[config.mk]
export PLATFORM = sky130hd
export DESIGN_NAME = vec_addsub_pipe_flat
export DESIGN_NICKNAME = d
export VERILOG_FILES = /design/src/rtl/vec_addsub_pipe_if.sv /design/src/rtl/vec_addsub_pipe.sv /design/src/flat_wrapper.sv
export SDC_FILE = /design/constraint.sdc
export NUM_CORES = 1
export LEC_CHECK = 0
export ABC_AREA = 1
export ABC_CLOCK_PERIOD_IN_PS = 3400
export BUFFER_PORTS_ARGS = -buffer_cell sky130_fd_sc_hd__buf_2
export CAP_MARGIN = 20
export CORE_ASPECT_RATIO = 1.4
export CORE_MARGIN = 2
export CORE_UTILIZATION = 49
export CTS_CLUSTER_SIZE = 14
export DETAILED_ROUTE_END_ITERATION = 12
export PLACE_DENSITY = 0.66
export SYNTH_ARGS = -nofsm -noshare
export SYNTH_HDL_FRONTEND = slang
export SYNTH_SLANG_ARGS = --single-unit
[constraint.sdc]
create_clock -name clock -period 3.4 [get_ports clock]
set_input_delay 0.51 -clock clock [delete_from_list [all_inputs] [get_ports clock]]
set_output_delay 0.51 -clock clock [all_outputs]
set_load 0.01 [all_outputs]
[src/rtl/vec_addsub_pipe_if.sv]
// Handshake and data bundle for vec_addsub_pipe.
// master = upstream/downstream environment, slave = the engine.
interface vec_addsub_pipe_if #(
  parameter int W = 8,
  parameter int N = 4
);
  logic         in_valid;
  logic         in_ready;
  logic [1:0]   in_op;
  logic [W-1:0] a [N];
  logic [W-1:0] b [N];
  logic         out_valid;
  logic         out_ready;
  logic [W-1:0] y [N];
  logic [N-1:0] out_flag;

  modport master (
    output in_valid, in_op, a, b, out_ready,
    input  in_ready, out_valid, y, out_flag
  );

  modport slave (
    input  in_valid, in_op, a, b, out_ready,
    output in_ready, out_valid, y, out_flag
  );
endinterface

[src/rtl/vec_addsub_pipe.sv]
// N-lane W-bit unsigned add/sub pipeline, STAGES deep, with a global stall.
// Optional saturation for opcodes 10/11 is enabled by defining VEC_ADDSUB_SAT_EN.
module vec_addsub_pipe #(
  parameter int W      = 8,
  parameter int N      = 4,
  parameter int STAGES = 3
) (
  input  logic              clock,
  input  logic              reset,
  vec_addsub_pipe_if.slave  bus
);

  logic                  v0_q;
  logic [1:0]            op0_q;
  logic [N-1:0][W-1:0]   a0_q;
  logic [N-1:0][W-1:0]   b0_q;

  logic [STAGES-1:1]     v_q;
  logic [N-1:0][W-1:0]   y_q [1:STAGES-1];
  logic [N-1:0]          f_q [1:STAGES-1];

  logic [W:0]            raw_d [N];
  logic [N-1:0][W-1:0]   res_d;
  logic [N-1:0]          flag_d;
  logic                  advance_s;

  // Whole pipe moves together; a stalled valid output freezes every stage.
  assign advance_s    = !v_q[STAGES-1] || bus.out_ready;
  assign bus.in_ready = reset && advance_s;

  // Per-lane W+1 bit sum/difference; bit W is carry (add) or borrow (sub).
  always_comb begin
    res_d  = '0;
    flag_d = '0;
    for (int l = 0; l < N; l++) begin
      if (op0_q[0]) begin
        raw_d[l] = {1'b0, a0_q[l]} - {1'b0, b0_q[l]};
      end else begin
        raw_d[l] = {1'b0, a0_q[l]} + {1'b0, b0_q[l]};
      end
      flag_d[l] = raw_d[l][W];
`ifdef VEC_ADDSUB_SAT_EN
      if (op0_q[1] && raw_d[l][W]) begin
        res_d[l] = op0_q[0] ? {W{1'b0}} : {W{1'b1}};
      end else begin
        res_d[l] = raw_d[l][W-1:0];
      end
`else
      res_d[l] = raw_d[l][W-1:0];
`endif
    end
  end

  // Stage 0 capture, stage 1 compute, remaining stages delay.
  always_ff @(posedge clock) begin
    if (!reset) begin
      v0_q  <= 1'b0;
      op0_q <= 2'b00;
      a0_q  <= '0;
      b0_q  <= '0;
      v_q   <= '0;
      for (int s = 1; s < STAGES; s++) begin
        y_q[s] <= '0;
        f_q[s] <= '0;
      end
    end else if (advance_s) begin
      v0_q <= bus.in_valid;
      if (bus.in_valid) begin
        op0_q <= bus.in_op;
        for (int l = 0; l < N; l++) begin
          a0_q[l] <= bus.a[l];
          b0_q[l] <= bus.b[l];
        end
      end
      v_q[1] <= v0_q;
      y_q[1] <= res_d;
      f_q[1] <= flag_d;
      for (int s = 2; s < STAGES; s++) begin
        v_q[s] <= v_q[s-1];
        y_q[s] <= y_q[s-1];
        f_q[s] <= f_q[s-1];
      end
    end
  end

  assign bus.out_valid = v_q[STAGES-1];
  assign bus.out_flag  = f_q[STAGES-1];

  for (genvar l = 0; l < N; l++) begin : g_out
    assign bus.y[l] = y_q[STAGES-1][l];
  end

endmodule

[src/flat_wrapper.sv]
// flat-port wrapper written by rule: the top's interface ports become plain ports
module vec_addsub_pipe_flat 
#(
  parameter int W      = 8,
  parameter int N      = 4,
  parameter int STAGES = 3
)
  (clock, reset, bus_in_valid, bus_in_op, bus_a, bus_b, bus_out_ready, bus_in_ready, bus_out_valid, bus_y, bus_out_flag);
  vec_addsub_pipe_if #(.W(W), .N(N)) bus_i ();
  input  logic clock;
  input  logic reset;
  input wire logic [$bits(bus_i.in_valid)-1:0] bus_in_valid;
  input wire logic [$bits(bus_i.in_op)-1:0] bus_in_op;
  input wire logic [$bits(bus_i.a)-1:0] bus_a;
  input wire logic [$bits(bus_i.b)-1:0] bus_b;
  input wire logic [$bits(bus_i.out_ready)-1:0] bus_out_ready;
  output wire logic [$bits(bus_i.in_ready)-1:0] bus_in_ready;
  output wire logic [$bits(bus_i.out_valid)-1:0] bus_out_valid;
  output wire logic [$bits(bus_i.y)-1:0] bus_y;
  output wire logic [$bits(bus_i.out_flag)-1:0] bus_out_flag;
  assign bus_i.in_valid = bus_in_valid;
  assign bus_i.in_op = bus_in_op;
  assign bus_i.a = {>>{bus_a}};
  assign bus_i.b = {>>{bus_b}};
  assign bus_i.out_ready = bus_out_ready;
  assign bus_in_ready = bus_i.in_ready;
  assign bus_out_valid = bus_i.out_valid;
  assign bus_y = {>>{bus_i.y}};
  assign bus_out_flag = bus_i.out_flag;
  vec_addsub_pipe #(.W(W), .N(N), .STAGES(STAGES)) u_core (.clock(clock), .reset(reset), .bus(bus_i));
endmodule
==> results.ini <==
[run_status]
status = finished, final reports clean

[global_routing]
grt_max_degree = 76
grt_usage_pct = 17.9
grt-ovfl-total = 0
grt_antenna_before_repair = 0
grt_pass1_vias = 4995
grt_pass1_wl_um = 22900

[critical_path]
crit_type = reg2reg
cp-end-kind = flop
cp.arrival_ps = 2600
cp.required_ps = 3560
start_kind = flop
critPathMaxFanout = 26

[floorplanning]
rows = 53
dieArea_sq_um = 16000
initial_core_util_pct = 49.5
core-area_sq_um = 14900
die_h_um = 149
die_w_um = 108
io_pins = 108

[sta]
rsz0062_at_grt = false
max_freq_mhz = 409
worst_pin_slew_ps = 919
maxSlewHeadroom_pct = 38.7
setup_tns_ps = 0
worst_slack_ps = 958
fin_crit_sh_pct = 71.8
fin_skew_ps = 7.63
fin_crit_ps = 2440
setup_viol_count_final = 0
maxSlewViolCount = 0
hold_viol_final = 0

[synth]
synth.area.top_cells = edfxtp_1, dfxtp_1, nor2_1, inv_1, nand2_1
synth_top_area_share_pct = 29.4
syn_inst = 935
synth_cell_types = 27
synth_fp_nets = 1045
synth_top_area_cell = edfxtp_1
syn_area_sq_um = 7350
yosysWarnings = 0
synth.avg_cell_area_sq_um = 7.86
synth_seq_cells = 140
yosysSeqAreaShare_pct = 47.9

[clock_tree]
clk_pin_slew_ps = 60
h-tree-depth = 4
insertion_delay_ps = 410
cts_resized = 0
cts-root-buf = clkbuf_16
cts_hold_buf = 0
cts_buffer_depth = 2
cts_buffers = 17
cts.sinks = 140
post_cts_buffers = 0
cts_tree = done

[job]
cap_violations = 0

[route]
drt_wl_total_um = 13800
num_vias = 5727
viasPerCell = 4.63
drcViolationCount = 0
drt_iter0_drc = 189
postRouteAntennaNets = 0
wl_per_cell_um = 11.2
first_pass_iters = 5

[power_and_ir_drop]
peakVddDrop_mv = 0.304
p_leak_uw = 0.00433
power_uw = 5210
powerDensity_nw_per_um2 = 604

[final_layout]
final_common_cell = nor2_1
nNetsFinal = 1143
antenna_cells = 0
syn_to_final_growth_pct = 17.4
fin_cells = 1238
layout_common_cells = nor2_1, inv_1, nand2_1, buf_2, o21ai_0
drive_gt1_share_pct = 14.8
utilization_pct = 58.1

[hold_path]
hp-class = in2reg

[place]
place_ws_ps = 941
dp_hpwl_um = 10000
placed_cells = 1206
numPortBuffers = 106
gp_congestion = 0.857

[cells by family after synthesis]
| group | Yosys count | share of synthesized area (%) |
|---|---|---|
| AND/OR/NAND/NOR | 394 | 21.8 |
| adder cells (fa/ha/maj) | 40 | 7.22 |
| flip-flops | 140 | 47.9 |
| AO/OA/AOI/OAI | 149 | 10.2 |
| XOR/XNOR | 15 | 1.79 |
| buffers and inverters | 197 | 11.1 |
[worst paths after layout]
path                            cells after the start       startpoint               end  slack [ps]
worst max-delay path                               11  u_core.op0_q[0]  u_core.f_q[1][0]         960
worst min-delay path                                3        bus_a[31]    u_core.a0_q[7]         350
worst max register to register                     11  u_core.op0_q[0]  u_core.f_q[1][0]         960
worst min register to register                      2  u_core.a0_q[24]   u_core.a0_q[24]         460
[power by group]
| group | total (uW) | leakage [uW] | switching, uW | internal (uW) |
|---|---|---|---|---|
| Clock | 1980 | 0.000317 | 680 | 1300 |
| Combinational | 1140 | 0.00261 | 693 | 445 |
| Sequential | 2100 | 0.00141 | 70.4 | 2030 |
| Total | 5210 | 0.00433 | 1440 | 3770 |
[state kept, by name, indices dropped and copies added, names as in the netlist]
signal        cells
u_core.y_q       64
u_core.v_q        2
u_core.f_q        8
u_core.b0_q      32
u_core.v0_q       1
u_core.op0_q      1
u_core.a0_q      32
[cell type report]
class / count / area (sq um)
well taps: 192 / 240
clock buffers: 22 / 477
flip-flops and latches: 140 / 3520
repair buffers: 112 / 588
fillers: 1456 / 6220
inverters: 164 / 616
clock inverters: 10 / 160
multi-input cells: 598 / 3030
[synthesized netlist by cell type, drive strengths merged]
master  number
nor2       178
inv        164
nand2      161
o21ai       88
edfxtp      72
dfxtp       68
a21oi       59
ha          36
buf         27
nand3       25
xor2        15
nand3b      11
and2         6
clkbuf       6
or2          6
fa           4
nor3b        4
nor3         3
o22ai        2
[per-stage QoR]
stage / area, sq um / hold slack (ps)
finish: 8630 / 351
global route: 8630 / 347
CTS: 8630 / 337
detailed placement: 7990 / 454
global placement: 7990 / 447
floorplan: 7350 / 433
[critical path, stage by stage, from the launching register on]
cell,delay (ps)
dfxtp_1,300
inv_1,520
o21ai_0,250
xor2_1,200
inv_1,60
ha_1,320
nand2_1,90
nand2_1,60
a21oi_1,130
nand2_1,90
nor2_1,100
nor2_1,70
[per-layer routing]
metal	global-route usage, %	wire [um]	part of all wire, %	up-vias
li1	-	-	-	3139
met1	25.8	7000	51	2455
met2	27.6	6080	44	120
met3	2.66	563	4.1	13
met4	6.35	193	1.4	0
met5	0	0	0	-
(Power assumes the default switching activity.)
